## src/rtl/if_fetch_sequencer.sv

```systemverilog
// Instruction-fetch controller: owns the PC, addresses the instruction memory,
// captures returned words into IF/ID and stops on the branch-to-self terminator.
module if_fetch_sequencer #(
  parameter logic [31:0] RESET_PC  = 32'd0,
  parameter logic [31:0] HALT_WORD = 32'hEAFFFFFF,
  parameter int unsigned CNT_W     = 16
) (
  input  logic             clk,
  input  logic             rst,
  input  logic             freeze,
  input  logic             branch_taken,
  input  logic [31:0]      branch_addr,
  output logic [31:0]      imem_addr,
  input  logic [31:0]      imem_data,
  output logic [31:0]      pc,
  output logic [31:0]      ifid_instr,
  output logic [31:0]      ifid_pc4,
  output logic             ifid_valid,
  output logic             halted,
  output logic [CNT_W-1:0] fetch_count
);

  typedef enum logic [1:0] {
    IDLE  = 2'd0,
    FETCH = 2'd1,
    HALT  = 2'd2
  } state_t;

  localparam logic [CNT_W-1:0] CNT_MAX = '1;

  state_t           state, state_nx;
  logic [31:0]      pc_nx, ifid_instr_nx, ifid_pc4_nx;
  logic             ifid_valid_nx, halted_nx;
  logic [CNT_W-1:0] fetch_count_nx;
  logic [31:0]      pc_plus4;

  // Memory is combinational and always looks at the current PC.
  assign imem_addr = pc;
  assign pc_plus4  = pc + 32'd4;

  // Next-state and next-register values; everything holds unless a rule below changes it.
  always_comb begin
    state_nx       = state;
    pc_nx          = pc;
    ifid_instr_nx  = ifid_instr;
    ifid_pc4_nx    = ifid_pc4;
    ifid_valid_nx  = ifid_valid;
    halted_nx      = halted;
    fetch_count_nx = fetch_count;
    case (state)
      IDLE: begin
        state_nx = FETCH;
      end
      FETCH: begin
        if (branch_taken) begin
          // Redirect and flush; target is forced word-aligned.
          pc_nx         = branch_addr & ~32'd3;
          ifid_instr_nx = 32'd0;
          ifid_pc4_nx   = 32'd0;
          ifid_valid_nx = 1'b0;
        end else if (!freeze) begin
          ifid_instr_nx = imem_data;
          ifid_pc4_nx   = pc_plus4;
          ifid_valid_nx = 1'b1;
          pc_nx         = pc_plus4;
          if (fetch_count != CNT_MAX) begin
            fetch_count_nx = fetch_count + CNT_W'(1);
          end
          if (imem_data == HALT_WORD) begin
            state_nx  = HALT;
            halted_nx = 1'b1;
          end
        end
      end
      HALT: begin
        // Terminator stays visible as valid for its capture cycle only.
        ifid_valid_nx = 1'b0;
        halted_nx     = 1'b1;
      end
      default: begin
        state_nx = IDLE;
      end
    endcase
  end

  // State and pipeline registers with synchronous reset.
  always_ff @(posedge clk) begin
    if (rst) begin
      state       <= IDLE;
      pc          <= RESET_PC;
      ifid_instr  <= 32'd0;
      ifid_pc4    <= 32'd0;
      ifid_valid  <= 1'b0;
      halted      <= 1'b0;
      fetch_count <= '0;
    end else begin
      state       <= state_nx;
      pc          <= pc_nx;
      ifid_instr  <= ifid_instr_nx;
      ifid_pc4    <= ifid_pc4_nx;
      ifid_valid  <= ifid_valid_nx;
      halted      <= halted_nx;
      fetch_count <= fetch_count_nx;
    end
  end

endmodule

```

## config.mk

```make
export PLATFORM = sky130hd
export DESIGN_NAME = if_fetch_sequencer
export DESIGN_NICKNAME = d
export VERILOG_FILES = /design/src/rtl/if_fetch_sequencer.sv
export SDC_FILE = /design/constraint.sdc
export NUM_CORES = 1
export LEC_CHECK = 0
export ABC_AREA = 1
export CAP_MARGIN = 20
export CORE_ASPECT_RATIO = 0.8
export CORE_MARGIN = 3
export CORE_UTILIZATION = 46
export CTS_BUF_LIST = sky130_fd_sc_hd__clkbuf_2 sky130_fd_sc_hd__clkbuf_4 sky130_fd_sc_hd__clkbuf_8
export DETAILED_ROUTE_END_ITERATION = 10
export GPL_TIMING_DRIVEN = 0
export MAX_ROUTING_LAYER = met4
export PLACE_DENSITY = 0.8
export SYNTH_ARGS = -nofsm -noshare
export SYNTH_HDL_FRONTEND = slang
export SYNTH_SLANG_ARGS = --single-unit
```

## constraint.sdc

```tcl
create_clock -name clk -period 1.83 [get_ports clk]
set_clock_uncertainty 0.1 [all_clocks]
set_input_delay 0.366 -clock clk [delete_from_list [all_inputs] [get_ports clk]]
set_output_delay 0.366 -clock clk [all_outputs]
set_load 0.03 [all_outputs]
```

==> results by stage <==
Finish:
- After routing the design area is 8260 um^2.
- The layout-stage area growth over the synthesis result is 48.2%.
- The core occupancy in the finished layout is 70.6%.
- The number of antenna diodes is 0.
- The number of inserted filler cells in the final layout is ~1100.
- The final layout net count is around 1100.
- The fraction of layout cells with a size suffix above 1 is roughly 17%.

Detailed routing:
- In the final routed layout, each cell accounts on average for 15.0 um.
- The first routing iteration left about 500 violations.
- In the routed design, unresolved DRC markers number 0.
- The overall via count from detail_route is 6174.
- The detailed-router iteration count before antenna repair is 6.
- For this block, the routed nets add up to between 15000 and 20000 um of wire.
- In the routed layout, each cell is associated on average with a via count of 5.12.
- The number of nets still failing antenna checks after routing is 0.

STA:
- For the pin with the worst max-slew slack, the measured transition is roughly 570 ps.
- The number of endpoints with negative hold slack in the final report came to 0.
- Once routing completed, OpenROAD measured the worst setup slack at around 34 ps.
- Derived from the worst setup path, the maximum achievable clock frequency is 0.557 GHz.
- The smallest clock period supported by the final layout is computed as 1800 ps.
- Setup violations remaining at the end of the flow were counted as 0.
- Of the available clock period, the critical path in the final layout requires slightly below 100%.
- Setup repair after global routing could not meet its margin everywhere.
- The max-slew violation total from the final report is 0.
- Measured against its own limit, the worst slew margin works out to between 60% and 70%.
- Summed over all failing endpoints, the final setup total negative slack is 0 ps.

Clocking:
- The clock tree synthesis step divided the H-tree into 4 levels.
- The cell at the root of the clock tree is clkbuf_8.
- The buffer depth of the longest clock path is 2.
- TritonCTS built the clock tree.
- For this design, the sink count on the clock tree is 113.
- In this run, post-CTS hold repair placed 0 buffers.
- The insertion delay of the later-clocked pin in the worst-skew pair is about 440 ps.
- Buffers inserted during clock tree synthesis total 17.
- The clock edge transition at the registers on the reported setup and hold paths is 70 ps.

Yosys:
- The biggest area contributor in the post-synthesis netlist is dfxtp_1.
- The post-synthesis instance area is 5570 um^2.
- In this run, distinct cell masters in the synthesized netlist total 32.
- The Yosys step of the flow raised 0 warnings.
- The synthesized flop and latch total is between 100 and 150.
- The mean cell area of the mapped netlist is just under 7 um^2.
- Counting flops with an async set or reset pin after synthesis yields a share of 0%.
- In the post-synthesis netlist, the biggest area contributors are dfxtp_1 41%, nand2_1 17%, a21oi_1 8.2%, inv_1 5.3%, buf_4 5.0%.
- The number of enable flip-flop cells after synthesis is 0.
- The synthesized design devotes to its leading area cell type between 40 and 50% of total area.
- In the synthesized netlist the dominant register cell turns out to be dfxtp_1.
- The cell count after synthesis came out at about 800.
- The commonest cells after synthesis are 252 x nand2_1, 113 x dfxtp_1, 91 x a21oi_1.
- The dominant cell by count in the synthesized netlist is nand2_1.
- The proportion of synthesized chip area in sequential cells is approximately two fifths.

Place:
- At the end of routability-driven placement, the weighted congestion stood at slightly below 1.
- The cell area after placement is 7840 um^2.
- OpenSTA, run right after detailed placement, puts the worst setup slack at -618 ps.
- After legalization and detailed placement, the total HPWL measured around 13000 um.
- During placement, the flow inserted port buffers numbering 207.

Setup path:
- On the worst path, the slowest cell contributes a delay of approximately 410 ps.
- Counting both buffers and inverters, the worst setup path holds a total of 2.
- The number of cells traversed by the worst register-to-register path is 7.
- STA classifies the critical path endpoint as an output pin.
- The cell at the slowest stage of the critical path is dfxtp_2.
- The maximum fanout along the worst path is 6.
- The worst setup path is of the flop to output pin kind.
- Walking the worst path, the cells encountered are buf_4 -> clkdlybuf4s15_1.
- The logic depth of the worst setup path including buffers is 2.
- The family of cells with the greatest summed delay on the critical path is buffers and inverters.
- The kind of start point of the critical path is a flop.
- Data on the critical path is required at its endpoint by roughly 1400 ps.
- The data arrival time of the critical path is approximately 1300 ps.

Pwr:
- The worst vdd rail ir drop is about 0.00072 V.
- The fraction of power consumed by combinational cells is between 10% and 20%.
- The sequential cell fraction of total power is roughly 43%.
- The analysis attributes to cell leakage a power of ~0.0037 uW.
- The power dissipated by switching net loads is 1640 uW.
- The clock network is responsible for 42.6% of the overall power.
- The post-layout total power is between 6000 and 7000 uW.
- Dividing total power by cell area gives a power density of around 740 nW/um^2.
- The total internal power is 4430 uW.
- In this run switching power makes up 27.1% of total power.

Floorplanning:
- The floorplan has 35 rows.
- The area of the die is 13500 um^2.
- The y dimension of the die is roughly 100 um.
- Once the floorplan was initialized, standard cells occupied approximately 48% of the core.
- The die span in x is 129 um.
- The number of ports placed on the die boundary is between 200 and 250.
- In this run the standard cell core region covers ~12000 um^2.

GRT:
- The total global routing track utilization is a little over a quarter.
- The overall overflow remaining after global route is 0.
- The initial antenna violation count came to 0.
- The pin count of the biggest net entering global routing is 17.
- The wire length of the first global-routing pass is around 29000 um.
- The number of global-route vias before repair is between 5000 and 6000.

Status:
- The flow ran to the end, and the final reports show no timing, DRC or antenna violations.

Worst hold path:
- The min-delay analysis places its worst path in the category primary input to flop.
- Along the worst hold path, the cell count comes to 3.

Run:
- The max-capacitance violation count is 0.
==> power by group through the flow <==
stage	combinational [uW]	clock (uW)	sequential, uW
floorplan	374	0	2760
global placement	922	0	2650
detailed placement	926	0	2660
CTS	880	2600	2600
global route	950	2710	2610
finish	886	2590	2600
==> per-layer routing <==
metal	vias up	share of wire [%]	global-route usage (%)	wire length, um
met3	33	8.4	6.83	1520
met2	284	47	42.8	8490
met1	2805	43	33.9	7690
met5	-	0	-	0
met4	0	2.2	9.00	393
li1	3052	-	-	-
==> state kept, by name, indices dropped and copies added (netlist names) <==
| register | cells |
|---|---|
| ifid_pc4 | 31 |
| halted | 1 |
| imem_addr | 30 |
| fetch_count | 16 |
| ifid_valid | 1 |
| ifid_instr | 32 |
| state | 2 |
==> timing repair <==
action	in CTS	in global routing
setup buffers	1	3
gates cloned	0	0
gates resized for setup	197	58
endpoints found under the setup margin	225	103
pin swaps	1	3
==> cell type report <==
type / count / area, um^2 / area share [%]
multi-input combinational: 554 / 2660 / 32.2
sequential: 113 / 2290 / 27.7
timing repair buffer: 211 / 1930 / 23.4
buffer: 66 / 444 / 5.38
inverter: 83 / 312 / 3.77
clock buffer: 23 / 310 / 3.76
tap: 148 / 185 / 2.24
clock inverter: 9 / 128 / 1.55
==> per-stage QoR <==
stage                     hold WS (ps)  std cells
after floorplan                    407        816
after global placement             351       1171
after detailed placement           355       1171
after CTS                          363       1204
after global routing               294       1207
final                              270       1207
==> layout by cell type, fill, tap and decap left out, types with 2 or more instances in the layout <==
master,instances
a22o_1,6
o21ai_0,29
a21oi_2,7
buf_2,10
nor2_4,8
clkbuf_2,14
clkbuf_1,10
nand4_1,15
clkbuf_8,22
nand2_1,251
clkdlybuf4s15_1,8
clkinv_2,3
a31oi_1,10
dfxtp_2,16
dfxtp_4,2
nor3_1,10
clkinvlp_4,3
inv_1,78
bufinv_16,3
conb_1,4
inv_2,5
buf_4,44
nor2_2,7
nand2_2,4
xor2_1,8
nor2_1,45
dlygate4sd2_1,106
dfxtp_1,95
or2_2,2
a21oi_1,91
clkbuf_4,4
o21ai_1,3
clkdlybuf4s15_2,15
clkdlybuf4s50_1,64
nand3_1,44
==> path summary, 6_finish.rpt <==
path              slack, ps           from            end
setup / recovery         30  imem_addr[13]         pc[13]
hold / removal          270   branch_taken   imem_addr[2]
setup reg to reg        110       state[0]  imem_addr[13]
hold reg to reg         360   ifid_pc4[19]   ifid_pc4[19]
==> cells by family (layout without fill, tap and decap cells) <==
group	after synthesis	count (layout)	synth area share, %
xor gates and xnor gates	9	9	1.41
AOI/OAI and AO/OA	149	149	14.6
adders and majority gates	2	2	0.449
buffers and inverters	149	392	13.3
DFF	113	113	40.6
and+or+nand+nor	390	390	29.5
other	1	4	0.0673
==> worst min-delay path: stages <==
cell and delay [ps]:
dlymetal6s2s_1 220, nand2_1 110, a31oi_1 70
No activity file was read; power rests on OpenSTA's default activity.
==> edit, RTL diff (same settings) <==
Change the parameter `CNT_W` from 16 to 32.
--- a/src/rtl/if_fetch_sequencer.sv
+++ b/src/rtl/if_fetch_sequencer.sv
@@ -3,7 +3,7 @@
 module if_fetch_sequencer #(
   parameter logic [31:0] RESET_PC  = 32'd0,
   parameter logic [31:0] HALT_WORD = 32'hEAFFFFFF,
-  parameter int unsigned CNT_W     = 16
+  parameter int unsigned CNT_W     = 32
 ) (
   input  logic             clk,
   input  logic             rst,
Ports: changed (resized fetch_count); port bits go from 214 to 230. The function was not compared with the original's and may differ.
==> edit against the original RTL <==
  * Sequential cell count grew 16
  * Synthesized area up 18%
  * Synthesized cell count is 24% higher
  * Design area is 16% higher
  * Setup slack got worse by 0.0022 ns
  * Final cell count up 20%
  * Count of clock-buffer cells in the layout shrank 5
  * Combinational power grew 4.7%
  * Power grew 4.8%
  * Critical path depth fell by 1
  * Clock power decreased by 4%
  * Wire length increased by 24%
  * Critical path type unchanged
  * Largest power group unchanged
==> edit: results (changes against the original RTL) <==
Logic synthesis
  – Compound-cell area share of the yosys netlist: 12.7% (-1.9 points)
  – Sequential area share after synthesis: 39.2% (-1.4 points)
  – Post-Synth Adder-Cell Area: 0.380% (-0.069 points)
  – Synth top cells by count: nand2_1, dfxtp_1, a21oi_1
  – Synth cell types: 33 (+3.1%)
  – Post-Synth XOR/XNOR Area: 2.26% (+0.85 points)
  – Synth Flop Type: dfxtp_1
  – Top cells by area, synth: dfxtp_1, nand2_1, a21oi_1
  – Multiplexer area fraction after synthesis: 0% (unchanged)

Setup path
  – Reg-to-Reg Start: fetch_count[0]
  – Crit path max fanout: 5 (-1)
  – CP max stage cell: dfxtp_1
  – Max stage delay on crit path: 0.46 ns (+0.05 ns)
  – FF-to-FF setup slack: 0.07 ns (-0.04 ns)
  – Worst Setup SP: imem_addr[28]
  – R2R cell count: 8 (+1)
  – Worst r2r dst: fetch_count[20]
  – Critical Path Sink: imem_addr[28]
  – CP delay by family, top: flip-flops

Pwr
  – Worst VDD drop: 0.526 mV (-27%)
  – Leak pwr: 4.16 nW (+11%)

Placed design
  – Port bufs: 221 (+6.8%)
  – Dpl cell area: 9040 µm² (+15%)
  – Final GP Congestion: 0.973 (-0.54%)
  – Detailed placement HPWL: 17.1 mm (+27%)

Global route
  – Grt met3 use: 7.14% (+0.31 points)
  – Met1 Usage GRT: 40.6% (+6.7 points)
  – Global-route usage over all layers: 28.3% (+1.2 points)
  – Largest net degree at the start of global routing: 17 (unchanged)
  – Number of global-route vias before repair: 6597 (+17%)
  – First-pass GRT wire length: 35.0 mm (+22%)
  – Initial antenna violation count: 0 (unchanged)
  – GRT met2 Usage: 40.7% (-2.1 points)

Route
  – Detailed-route wire length: 22.4 mm (+24%)
  – DR iter-0 viols: 488 (-1.6%)
  – Met2 routed WL: 9.42 mm (+11%)
  – DR vias/cell: 5.08 (-0.75%)
  – Post-DRT Antenna Nets: 0 (unchanged)
  – Highest metal used: met4
  – Metal3 WL: 2.25 mm (+48%)
  – 1st-pass router iterations: 5 (-1)
  – Met1 Wirelength: 10.4 mm (+35%)

Timing
  – Final hold slack: 0.209 ns (-0.0614 ns)
  – Worst Tran Pin Value: 0.667 ns (+0.102 ns)

Clock tree
  – Clock Tree Root: clkbuf_8
  – Htree depth: 4 (unchanged)
  – TritonCTS buffer count: 17 (unchanged)
  – Clk buf depth: 2 (unchanged)
  – Clk_lat worst skew: 0.45 ns

Cells and area
  – Fillcell total: 1243 (+18%)
  – Antenna diodes: 0 (unchanged)
  – Layout Nets: 1326 (+19%)
  – Share of cells above drive strength 1: 16.6% (-0.087 points)
  – Largest registers: fetch_count: 32 flops, ifid_instr: 32 flops, ifid_pc4: 31 flops

Min path
  – Hold endpoint: imem_addr[2]
  – Hold Path Cell Cnt: 3 (unchanged)
  – Hold Crit Class: input pin to flop

Status
  – Status: complete, no violations
edit: area by class of cell:
class,count,share of cell area (%)
sequential,129,27.6
inverter,78,3.06
timing repair buffer,228,22.3
clock buffer,18,2.53
multi-input combinational,728,35.5
clock inverter,14,1.64
tap,180,2.36
buffer,74,5.04
edit: metrics by stage:
step / total power (W) / worst slack [ns] / cells / utilization, %
floorplan: 0.00352 / 0.0586 / 1009 / -
global placement: 0.00397 / -0.276 / 1410 / 65.6
detailed placement: 0.00399 / -0.322 / 1410 / 65.6
CTS: 0.00637 / -0.00361 / 1442 / 67.7
global route: 0.00662 / -0.0273 / 1449 / 69.3
finish: 0.00637 / 0.0316 / 1449 / 69.3
edit: power by group:
group	internal [W]	switching, W
sequential	0.00288	0.0000781
combinational	0.000377	0.000551
clock	0.00124	0.00124
total	0.00449	0.00187
edit: timing repair:
item	in CTS	in global routing
pin swaps	1	7
resized for setup	223	86
setup endpoints to repair	190	145
setup buffers	0	7
